<file path="src/rtl/alu_pkg.sv">
// Shared definitions for the ALU and its two-requester arbiter.
package alu_pkg;

  localparam int unsigned DEFAULT_DATA_W = 32;

  typedef enum logic [1:0] {
    OP_BEQ = 2'b00,
    OP_ADD = 2'b01,
    OP_SUB = 2'b10,
    OP_ILL = 2'b11
  } alu_op_e;

  typedef enum logic {
    IDLE = 1'b0,
    FULL = 1'b1
  } arb_state_e;

endpackage

</file>
<file path="src/rtl/alu.sv">
// Combinational ALU: add, subtract and equality compare on signed operands.
module alu
  import alu_pkg::*;
#(
  parameter int unsigned DATA_W = DEFAULT_DATA_W
) (
  input  logic [DATA_W-1:0] a,
  input  logic [DATA_W-1:0] b,
  input  alu_op_e           op,
  output logic [DATA_W-1:0] result,
  output logic              eq
);

  always_comb begin
    result = '0;
    unique case (op)
      OP_ADD:  result = a + b;
      OP_SUB:  result = a - b;
      default: result = '0;
    endcase
  end

  assign eq = (a == b);

endmodule

</file>
<file path="src/rtl/alu_arbiter.sv">
// Round-robin arbiter sharing one ALU between the EX operand path and the
// branch-compare path, with a one-entry registered response slot.
module alu_arbiter
  import alu_pkg::*;
#(
  parameter int unsigned DATA_W = DEFAULT_DATA_W,
  parameter int unsigned ID_W   = 1
) (
  input  logic              clk,
  input  logic              reset,
  input  logic              r0_valid,
  output logic              r0_ready,
  input  logic [DATA_W-1:0] r0_a,
  input  logic [DATA_W-1:0] r0_b,
  input  logic [1:0]        r0_op,
  input  logic              r1_valid,
  output logic              r1_ready,
  input  logic [DATA_W-1:0] r1_a,
  input  logic [DATA_W-1:0] r1_b,
  input  logic [1:0]        r1_op,
  output logic              rsp_valid,
  input  logic              rsp_ready,
  output logic [ID_W-1:0]   rsp_id,
  output logic [DATA_W-1:0] rsp_result,
  output logic              rsp_branch,
  output logic              rsp_err
);

  arb_state_e        state, state_next;
  logic              last_grant;
  logic              grant1;
  logic              can_accept;
  logic              accept;
  logic [DATA_W-1:0] sel_a, sel_b;
  alu_op_e           sel_op;
  logic [DATA_W-1:0] alu_result;
  logic              alu_eq;
  logic [DATA_W-1:0] cap_result;
  logic              cap_branch;
  logic              cap_err;

  // Requester 1 wins when alone, or when both contend and requester 0 went last.
  assign grant1     = r1_valid & (~r0_valid | ~last_grant);
  assign can_accept = (state == IDLE) | rsp_ready;
  assign r0_ready   = ~reset & can_accept & r0_valid & ~grant1;
  assign r1_ready   = ~reset & can_accept & r1_valid & grant1;
  assign accept     = r0_ready | r1_ready;

  assign sel_a  = grant1 ? r1_a : r0_a;
  assign sel_b  = grant1 ? r1_b : r0_b;
  assign sel_op = alu_op_e'(grant1 ? r1_op : r0_op);

  alu #(
    .DATA_W (DATA_W)
  ) u_alu (
    .a      (sel_a),
    .b      (sel_b),
    .op     (sel_op),
    .result (alu_result),
    .eq     (alu_eq)
  );

  always_comb begin
    cap_result = '0;
    cap_branch = 1'b0;
    cap_err    = 1'b0;
    unique case (sel_op)
      OP_ADD,
      OP_SUB:  cap_result = alu_result;
      OP_BEQ:  cap_branch = alu_eq;
      default: cap_err    = 1'b1;
    endcase
  end

  always_comb begin
    state_next = state;
    unique case (state)
      IDLE:    if (accept) state_next = FULL;
      FULL:    if (!accept && rsp_ready) state_next = IDLE;
      default: state_next = IDLE;
    endcase
  end

  always_ff @(posedge clk) begin
    if (reset) begin
      state      <= IDLE;
      last_grant <= 1'b1;
      rsp_id     <= '0;
      rsp_result <= '0;
      rsp_branch <= 1'b0;
      rsp_err    <= 1'b0;
    end else begin
      state <= state_next;
      if (accept) begin
        last_grant <= grant1;
        rsp_id     <= ID_W'(grant1);
        rsp_result <= cap_result;
        rsp_branch <= cap_branch;
        rsp_err    <= cap_err;
      end
    end
  end

  assign rsp_valid = (state == FULL);

endmodule

</file>
<file path="config.mk">
export PLATFORM = sky130hd
export DESIGN_NAME = alu_arbiter
export DESIGN_NICKNAME = d
export VERILOG_FILES = /design/src/rtl/alu_pkg.sv /design/src/rtl/alu.sv /design/src/rtl/alu_arbiter.sv
export SDC_FILE = /design/constraint.sdc
export NUM_CORES = 1
export LEC_CHECK = 0
export CORE_ASPECT_RATIO = 0.7
export CORE_UTILIZATION = 50
export DETAILED_ROUTE_END_ITERATION = 8
export DONT_BUFFER_PORTS = 1
export PLACE_DENSITY = 0.74
export SETUP_SLACK_MARGIN = 0.3
export SLEW_MARGIN = 20
export SYNTH_ARGS = -nofsm -noshare
export SYNTH_HDL_FRONTEND = slang
export SYNTH_SLANG_ARGS = --single-unit
</file>
<file path="constraint.sdc">
create_clock -name clk -period 7.14 [get_ports clk]
set_input_delay 1.428 -clock clk [delete_from_list [all_inputs] [get_ports clk]]
set_output_delay 1.428 -clock clk [all_outputs]
set_load 0.02 [all_outputs]
</file>
==> qor.csv <==
metric,value,unit
outcome,finished clean,
Ports,175,
ANT nets after route,0,
Die Height,93.2,microns
Crit. End Element,register,
Starting DRT DRC Count,763,
DRC viols,0,
sequential area share after synthesis,12.5,%
worst-case clock skew,0.0102,ns
initial antenna violation count,0,
Mapped Area,5940,sq um
net count after synthesis,990,
Max transition margin,49.1,%
Worst setup SP type,input port,
Via density,6.72,
Hold Crit Start,last_grant,
Post-synth top flop,dfxtp_1,
synth unique cells,84,
Final Hold Vio Count,0,
layout cell share with drive strength beyond 1,13.1,%
"Remaining Overflow, GRT",0,
post-cts sizing count,0,
clk slew on worst S/H paths,0.06,ns
WL per Instance,21.5,microns
die area,12300,sq um
CTS tree,built,
Post-Place Cell Area,5990,sq um
die width,132,microns
RSZ-0062 raised after global routing,no,
FMAX,181,MHz
Max Cap Viol,0,
pre-CTS worst setup slack,1.34,ns
Nets,958,
worst hold path stage count,2,
buffers added on ports,0,
htree depth,2,
"critical path, cell by cell",a21boi_4 -> buf_4 -> mux2_2 -> ha_1 -> nor4_2 -> a311oi_2 -> o211a_1 -> o31a_4 -> o31ai_1 -> or3_1 -> o311ai_1,
power per cell area,192,nW/um^2
R2R setup slack,2.42,ns
FILL cells,1089,
Leak,2.54,nW
min cycle time layout,5.52,ns
YS warnings,0,
arrival time worst endpoint,5.68,ns
kind of critical path,input port to register,
WHS Endpoint,last_grant,
initial core utilization,52.6,%
slack of the critical path,1.62,ns
largest net degree at the start of global routing,37,
fin crit share,77.3,%
peak supply drop,0.000100,V
R2R depth,11,
# diodes,0,
CTS Sinks,37,
Crit Path Max Fanout,29,
Placer Congestion,1.00,
"Area growth, synth to finish",3.18,%
clk_lat worst skew,0.28,ns
Worst EP required,7.31,ns
clock buffer count from CTS,5,
ys async rst share,0,%
Post-synth EDFFs,0,
GRT Util Overall,30.6,%
r2r endpoint,rsp_result[25],
Critical-path top delay cell,nor4_2,
"slowest stage delay, CP",0.64,ns
Mapped Cells,784,
router iterations before antenna repair,5,
Max clock buf depth,2,
DP Wirelength,15.4,mm
syn_area_per_cell,7.58,sq um
worst reg2reg startpoint,last_grant,
setup TNS,0,ns
final number of setup-violating endpoints,0,
hold crit path type,register to register,
core footprint,11300,sq um
post-CTS setup buffers,0,
max-slew violations,0,
global-route wire length before repair,30.0,mm
hold bufs inserted after CTS,0,
vias in the first global route,5543,
Overall Power,1.18,mW
CTS root buf,clkbuf_16,
Hold WS,0.546,ns
worst-margin pin slew,0.764,ns
DR vias,6088,
fin area,6130,sq um
Seq cells post-synth,37,
cell row count,32,
Post-Route WL,19.5,mm
-- stage by stage --
step | cells | utilization (%)
3_3_place_gp | 898 | 53.1
2_1_floorplan | 784 | -
5_1_grt | 906 | 54.3
3_5_place_dp | 898 | 53.1
6_report | 906 | 54.3
4_1_cts | 906 | 54.3
-- cell families after synthesis --
| family | share of synthesized area (%) |
|---|---|
| AO/OA/AOI/OAI | 32.4 |
| flip-flops | 12.5 |
| XOR/XNOR | 3.24 |
| adder cells (fa/ha/maj) | 14.8 |
| buffers and inverters | 7.37 |
| multiplexers | 12.9 |
| AND/OR/NAND/NOR | 16.8 |
-- sequential cells by signal, summed over array words and instances, names as in the netlist --
name / flops
last_grant: 1
rsp_id: 1
rsp_branch: 1
rsp_valid: 1
rsp_err: 1
rsp_result: 32
-- layout make-up --
cell class	instances	area, sq um	area share [%]
Inverter	64	240	3.92
Clock inverter	2	10.0	0.163
Tap cell	153	191	3.12
Clock buffer	6	129	2.10
Timing Repair Buffer	6	45.0	0.734
Sequential cell	37	741	12.1
Multi-Input combinational cell	638	4780	77.9
-- worst max-delay path: cells and delay by family --
kind | cells | cell delay (ns)
mux | 1 | 0.40
buf+inv | 1 | 0.45
fa+ha+maj | 1 | 0.44
simple gates | 2 | 0.83
compound gates | 6 | 2.11
-- worst max-delay path by stage --
| stage | startpoint | endpoint | slack [ns] |
|---|---|---|---|
| floorplan | r1_valid | rsp_result[22] | 2.06 |
| global placement | r1_valid | rsp_result[25] | 1.38 |
| detailed placement | r1_valid | rsp_result[25] | 1.34 |
| CTS | r1_valid | rsp_result[25] | 1.63 |
| global route | r1_valid | rsp_result[25] | 1.28 |
| finish | r1_valid | rsp_result[25] | 1.62 |
-- power by group --
part	internal, mW	switching (mW)	leakage (nW)
combinational	0.257	0.437	2.16
clock	0.128	0.0891	0.0706
sequential	0.226	0.0416	0.302
-- cell usage in the layout (no fill, tap or decap), types with 9 or more instances in the layout --
cell type / count
nor2_1: 75
a21oi_1: 73
ha_1: 67
mux2_2: 62
inv_1: 60
nand2_1: 52
dfxtp_1: 37
o21ai_0: 27
a21o_1: 18
xnor2_1: 17
a22oi_1: 14
nand3_1: 13
o21bai_1: 13
a31oi_1: 12
nor3_1: 10
o211ai_1: 10
nor2b_1: 10
o21ai_1: 9
-- metal layers --
metal | GRT usage, % | routed length [microns]
met5 | 0 | 0
met1 | 45.4 | 9180
met4 | 3.93 | 138
met2 | 43.2 | 7650
met3 | 9.76 | 2530
-- Yosys cell counts (5+ instances only) --
cell type	count	share of area (%)
buf_2	8	0.67
ha_1	67	14
nor2b_1	10	1.1
a221o_1	8	1.3
nand2_1	52	3.3
nor2_1	75	4.7
nor3_1	10	0.84
xnor2_1	17	2.5
a32oi_1	6	0.88
clkbuf_1	30	1.9
mux2i_1	7	1.2
o31ai_1	8	1.0
nand2b_1	5	0.53
a21oi_1	73	6.1
o21bai_1	13	1.6
xor2_1	5	0.74
or3_1	7	0.74
a31oi_1	12	1.3
nor4_1	7	0.74
o211ai_1	10	1.3
a22oi_1	14	1.8
inv_1	60	3.8
mux2_2	62	12
a21o_1	18	2.3
a211oi_1	8	1.0
o21ai_1	10	0.84
o221ai_1	8	1.2
nand3_1	13	1.1
dfxtp_1	37	12
a221oi_1	6	0.88
o21ai_0	27	2.3
Power figures use the tool's default switching activity.
